## src/rtl/fetch_stage.sv

```systemverilog
// Instruction fetch stage: walks the PC, keeps one memory request in flight, and
// hands {pc, instr} to decode over valid/ready. A redirect flushes in-flight and buffered work.
module fetch_stage #(
  parameter int unsigned           ADDR_W   = 32,
  parameter int unsigned           DATA_W   = 32,
  parameter logic [ADDR_W-1:0]     RESET_PC = '0
) (
  input  logic              clk,
  input  logic              rst_n,
  output logic              imem_req,
  output logic [ADDR_W-1:0] imem_addr,
  input  logic              imem_rvalid,
  input  logic [DATA_W-1:0] imem_rdata,
  input  logic              redirect_valid,
  input  logic [ADDR_W-1:0] redirect_pc,
  output logic              out_valid,
  output logic [ADDR_W-1:0] out_pc,
  output logic [DATA_W-1:0] out_instr,
  input  logic              out_ready
);

  localparam logic [ADDR_W-1:0] PC_STEP    = ADDR_W'(4);
  localparam logic [ADDR_W-1:0] ALIGN_MASK = ~ADDR_W'(3);

  typedef enum logic [1:0] {
    ST_ISSUE = 2'd0,
    ST_WAIT  = 2'd1,
    ST_HOLD  = 2'd2
  } state_t;

  state_t            state;
  logic [ADDR_W-1:0] pc;
  logic [ADDR_W-1:0] req_pc;
  logic              kill;
  logic [DATA_W-1:0] held_instr;
  logic              slot_free;

  // Request goes out whenever we are idle, unless a redirect is about to move the PC.
  assign imem_req  = rst_n && (state == ST_ISSUE) && !redirect_valid;
  assign imem_addr = pc;
  assign slot_free = !out_valid || out_ready;

  always_ff @(posedge clk or negedge rst_n) begin
    if (!rst_n) begin
      pc         <= RESET_PC;
      req_pc     <= '0;
      state      <= ST_ISSUE;
      kill       <= 1'b0;
      held_instr <= '0;
      out_valid  <= 1'b0;
      out_pc     <= '0;
      out_instr  <= '0;
    end else if (redirect_valid) begin
      // Redirect wins: drop the presented word and any buffered/arriving data.
      pc        <= redirect_pc & ALIGN_MASK;
      out_valid <= 1'b0;
      case (state)
        ST_WAIT: begin
          if (imem_rvalid) begin
            kill  <= 1'b0;
            state <= ST_ISSUE;
          end else begin
            kill <= 1'b1;
          end
        end
        default: state <= ST_ISSUE;
      endcase
    end else begin
      if (out_valid && out_ready) begin
        out_valid <= 1'b0;
      end
      case (state)
        ST_ISSUE: begin
          req_pc <= pc;
          pc     <= pc + PC_STEP;
          state  <= ST_WAIT;
        end
        ST_WAIT: begin
          if (imem_rvalid) begin
            if (kill) begin
              kill  <= 1'b0;
              state <= ST_ISSUE;
            end else if (slot_free) begin
              out_valid <= 1'b1;
              out_pc    <= req_pc;
              out_instr <= imem_rdata;
              state     <= ST_ISSUE;
            end else begin
              held_instr <= imem_rdata;
              state      <= ST_HOLD;
            end
          end
        end
        ST_HOLD: begin
          if (slot_free) begin
            out_valid <= 1'b1;
            out_pc    <= req_pc;
            out_instr <= held_instr;
            state     <= ST_ISSUE;
          end
        end
        default: state <= ST_ISSUE;
      endcase
    end
  end

endmodule

```

## config.mk

```make
export PLATFORM = sky130hd
export DESIGN_NAME = fetch_stage
export DESIGN_NICKNAME = d
export VERILOG_FILES = /design/src/rtl/fetch_stage.sv
export SDC_FILE = /design/constraint.sdc
export NUM_CORES = 1
export LEC_CHECK = 0
export BUFFER_PORTS_ARGS = -buffer_cell sky130_fd_sc_hd__buf_4
export CAP_MARGIN = 20
export CORE_MARGIN = 2
export CORE_UTILIZATION = 41
export DETAILED_ROUTE_END_ITERATION = 6
export GPL_TIMING_DRIVEN = 0
export PLACE_DENSITY = 0.62
export SLEW_MARGIN = 10
export SYNTH_ARGS = -nofsm -noshare
export SYNTH_HDL_FRONTEND = slang
export SYNTH_SLANG_ARGS = --single-unit
```

## constraint.sdc

```tcl
create_clock -name clk -period 6.8 [get_ports clk]
set_input_delay 0.68 -clock clk [delete_from_list [all_inputs] [get_ports clk]]
set_output_delay 0.68 -clock clk [all_outputs]
set_load 0.05 [all_outputs]
```

# Word level (Yosys, flattened, before mapping)

Index checks and enable logic that the tools add are counted.

Register bits after elaboration: 164
Bits of input ports: 69
Word-level logic and storage cells: 65

Add/subtract/negate cells: 1
Equal/unequal tests: 7
Muxes and demuxes: 30
Bitwise operators: 3
Reduce and logical (&&, ||, !) cells: 16

Operators by type and width:

| operator                                                        | count |
|---|---|
| 32-bit 2-to-1 mux                                               | 9 |
| 32-bit case mux with 2 select lines                             | 2 |
| 32-bit by 3-bit adder with 32-bit output, second input constant | 1 |
| 2-bit 2-to-1 mux                                                | 7 |
| 1-bit 2-to-1 mux                                                | 10 |
| 2-bit != test, second input constant                            | 4 |
| 2-bit case mux with 3 select lines                              | 1 |
| 2-bit AND reduction                                             | 3 |
| 6-bit AND reduction                                             | 1 |
| 2-bit nonzero test                                              | 3 |
| 5-bit AND reduction                                             | 1 |
| 4-bit AND reduction                                             | 1 |
| 1-bit logical AND                                               | 3 |
| 3-bit != test, second input constant                            | 1 |
| 1-bit inverter                                                  | 3 |
| 2-bit by 1-bit == test with 1-bit output, second input constant | 1 |
| 2-bit == test, second input constant                            | 1 |
| 1-bit zero test                                                 | 2 |
| 2-bit zero test                                                 | 1 |
| 1-bit case mux with 2 select lines                              | 1 |
| 1-bit logical OR                                                | 1 |

# Logic depth before layout (Yosys ltp)

Depth in word-level cells: 7
Gate-level depth with buffers: 8
Gate-level depth less buffers: 6

# Worst setup path after synthesis

Ideal clock, no wire load.

Kind: input -> output
Start point: input port redirect_valid
End point: output port imem_req
Arrival: 1.707 ns
Path slack: 4.413 ns
Stages on the path: 4
Buffers on the path: 2
Path through: clkbuf_1 > inv_1 > clkbuf_1 > and3_1

Longest elaborated chain between the ends: 2

Ends and longest elaborated chain:

| item               | line | RTL |
|---|---|---|
| start: declaration | 14   | `input logic redirect_valid,` |
| 1-bit zero test    | 39   | `assign imem_req = rst_n && (state == ST_ISSUE) && !redirect_valid;` |
| 1-bit logical AND  | 39   |  |
| end: declaration   | 10   | `output logic imem_req,` |

No other way between the ends.

# Worst setup path in the final report

Start point: input port rst_n
End point: output port imem_req

Longest elaborated chain between the ends: 2

Ends and longest elaborated chain:

| item                           | line | RTL |
|---|---|---|
| start: declaration             | 9    | `input logic rst_n,` |
| 1-bit logical AND (2 in a row) | 39   |  |

No other way between the ends.

==> results.sh <==
export IMPL_synth_flop_cell="dfrtp_1"
export IMPL_layout_nets=795
export IMPL_synth_distinct_cells=38
export IMPL_dr_total_vias=5017
export IMPL_drtIter0Drc=315
export IMPL_die_area_sq_mm=0.0181
export IMPL_p_int_uw=2290
export IMPL_r2r_setup_slack_ns=4.27
export IMPL_grt_pass1_wl_microns=27300
export IMPL_synth_cells=539
export IMPL_cts_buffer_depth=2
export IMPL_dpl_hpwl_microns=12300
export IMPL_first_pass_iters=4
export IMPL_p_comb_share_pct=37.9
export IMPL_grtUsageTotal_pct=19.4
export IMPL_met1_length_microns=7240
export IMPL_rows=47
export IMPL_diodes=0
export IMPL_clock_skew_ns=0.00930
export IMPL_grt_max_degree=98
export IMPL_start_util_pct=42.0
export IMPL_gp_congestion=0.800
export IMPL_finalHoldViolCount=0
export IMPL_peakVddDrop_mv=0.212
export IMPL_wl_per_cell_microns=17.7
export IMPL_fin_util_pct=54.7
export IMPL_drive_gt1_share_pct=48.7
export IMPL_syn_area_per_cell_sq_um=13.0
export IMPL_holdCritPathClass="input pin to asynchronous set/reset pin"
export IMPL_worstPathRequired_ns=6.12
export IMPL_period_share_pct=39.0
export IMPL_arrival_ns=1.97
export IMPL_cts_sinks=158
export IMPL_power_frac_seq_pct=36.0
export IMPL_slew_viol_final=0
export IMPL_fmax_ghz=0.377
export IMPL_wl_microns=16900
export IMPL_clock_latency_ns=0.42
export IMPL_ctsResizeCount=0
export IMPL_worst_pin_slew_ns=0.704
export IMPL_syn_to_final_growth_pct=30.4
export IMPL_startpoint_type="input pin"
export IMPL_fin_cells=953
export IMPL_post_cts_buffers=0
export IMPL_cap_viol_max_count=0
export IMPL_synth_seq_cells=158
export IMPL_max_slew_margin_rel_pct=53.1
export IMPL_switching_share_pct=39.0
export IMPL_endpoint_kind="output port"
export IMPL_grt_overflow_total=0
export IMPL_ys_seq_area_share_pct=56.6
export IMPL_place_port_buffers=159
export IMPL_synth_async_reset_ratio_pct=100
export IMPL_dp_cells=922
export IMPL_syn_area_sq_mm=0.00698
export IMPL_die_w_microns=135
export IMPL_drc=0
export IMPL_p_per_area_mw_per_mm2=412
export IMPL_power_switching_uw=1460
export IMPL_cts_htree_levels=4
export IMPL_numCtsBuffers=17
export IMPL_clkTransAtPathRegs_ns=0.06
export IMPL_fin_crit_ns=2.65
export IMPL_critical_path_class="input pin to output port"
export IMPL_p_leak_uw=0.00408
export IMPL_crit_fanout=97
export IMPL_dr_wl_met3_microns=1190
export IMPL_highest_layer="met4"
export IMPL_ios=167
export IMPL_cts_hold_buf=0
export IMPL_wl_met2_microns=8210
export IMPL_cts_tree="done"
export IMPL_clkPwrFrac_pct=26.1
export IMPL_post_layout_total_power_uw=3750
export IMPL_setup_tns_ns=0
export IMPL_status="finished, final reports clean"
export IMPL_setup_violations=0
export IMPL_postRouteAntennaNets=0
export IMPL_vias_per_cell=5.26
export IMPL_core_area_sq_mm=0.0166
export IMPL_rsz0062_at_grt="false"
export IMPL_grt_pass1_vias=5185
export IMPL_dieHeight_microns=135
export IMPL_yosys_warnings=0
export IMPL_cts_root_buf="clkbuf_16"
export IMPL_antenna_found_initial=0
export IMPL_synth_edf_count=0
## critical path: stages
cell and delay (ns):
buf_8 0.37, buf_16 0.43, and3_1 0.24, buf_4 0.20
## stage by stage
stage	cell area, sq um	hold WS [ns]	setup WS (ns)
after floorplan	6990	0.384	4.41
after global placement	8460	0.463	3.34
after detailed placement	8500	0.469	4.06
after CTS	9110	0.197	4.06
after global routing	9110	0.218	3.96
final	9110	0.194	4.15
## area by class of cell
| type | count | area, sq um |
|---|---|---|
| tap | 220 | 275 |
| clock buffer | 22 | 474 |
| timing repair buffer | 160 | 1230 |
| fill | 1430 | 7540 |
| inverter | 9 | 33.8 |
| clock inverter | 9 | 134 |
| multi-input combinational | 342 | 2860 |
| buffer | 33 | 150 |
| sequential | 158 | 3950 |
## cells by family (layout without fill, tap and decap cells)
kind of cell / count (synthesis) / in the layout / share of synthesized area, %
AOI/OAI and AO/OA: 58 / 58 / 5.50
xor gates and xnor gates: 10 / 10 / 1.25
adders and majority gates: 5 / 5 / 0.896
buffers and inverters: 42 / 233 / 2.63
DFF: 158 / 158 / 56.6
muxes: 156 / 156 / 25.1
other: 1 / 4 / 0.0537
and+or+nand+nor: 109 / 109 / 7.92
## flip-flops by register name, indices dropped and copies added (netlist names)
signal,flops
out_instr,32
req_pc,30
held_instr,32
state,2
imem_addr,30
out_valid,1
kill,1
out_pc,30
## cell usage in the layout (no fill, tap or decap), drive strengths merged, types with 3 or more instances in the layout
master / n
conb: 4
o211ai: 8
or3: 4
o31ai: 9
or2: 3
bufinv: 3
and3: 3
o311ai: 7
a21oi: 4
or4: 14
nand3: 10
xor2: 3
nand2b: 3
buf: 171
nor3: 5
xnor2: 7
nand2: 40
o21ai: 16
nor2: 16
nand4: 8
a31oi: 10
clkinv: 4
ha: 5
inv: 10
mux2: 154
clkbuf: 44
dfrtp: 158
## Yosys cell counts (9+ instances only)
cell type	n	share of area (%)
a31oi_1	10	0.90
clkbuf_1	22	1.2
dfrtp_1	158	57
inv_1	9	0.48
mux2_2	154	25
nand2_1	40	2.2
nand3_1	9	0.64
nor2_1	16	0.86
o21ai_0	16	1.1
o31ai_1	9	0.97
or4_1	13	1.4
## power by group through the flow
stage / sequential, uW / clock, uW / combinational [uW]
global route: 1390 / 1040 / 1490
global placement: 1350 / 0 / 1410
floorplan: 2000 / 0 / 320
finish: 1350 / 979 / 1420
CTS: 1350 / 998 / 1440
detailed placement: 1370 / 0 / 1430
## final timing paths
path / from / depth (start not counted) / end
max: rst_n / 4 / imem_req
min: rst_n / 1 / out_pc[23]
max reg2reg: state[0] / 8 / imem_addr[27]
min reg2reg: req_pc[21] / 2 / req_pc[21]
max in group asynchronous: rst_n / 2 / held_instr[13]
min in group clk: imem_rvalid / 2 / kill
## routing by layer
| layer | global-route usage [%] | vias to the layer above |
|---|---|---|
| met5 | 0 | - |
| met4 | 7.08 | 0 |
| li1 | - | 2307 |
| met2 | 31.3 | 153 |
| met1 | 24.4 | 2536 |
| met3 | 6.31 | 21 |
Power figures use the tool's default switching activity.
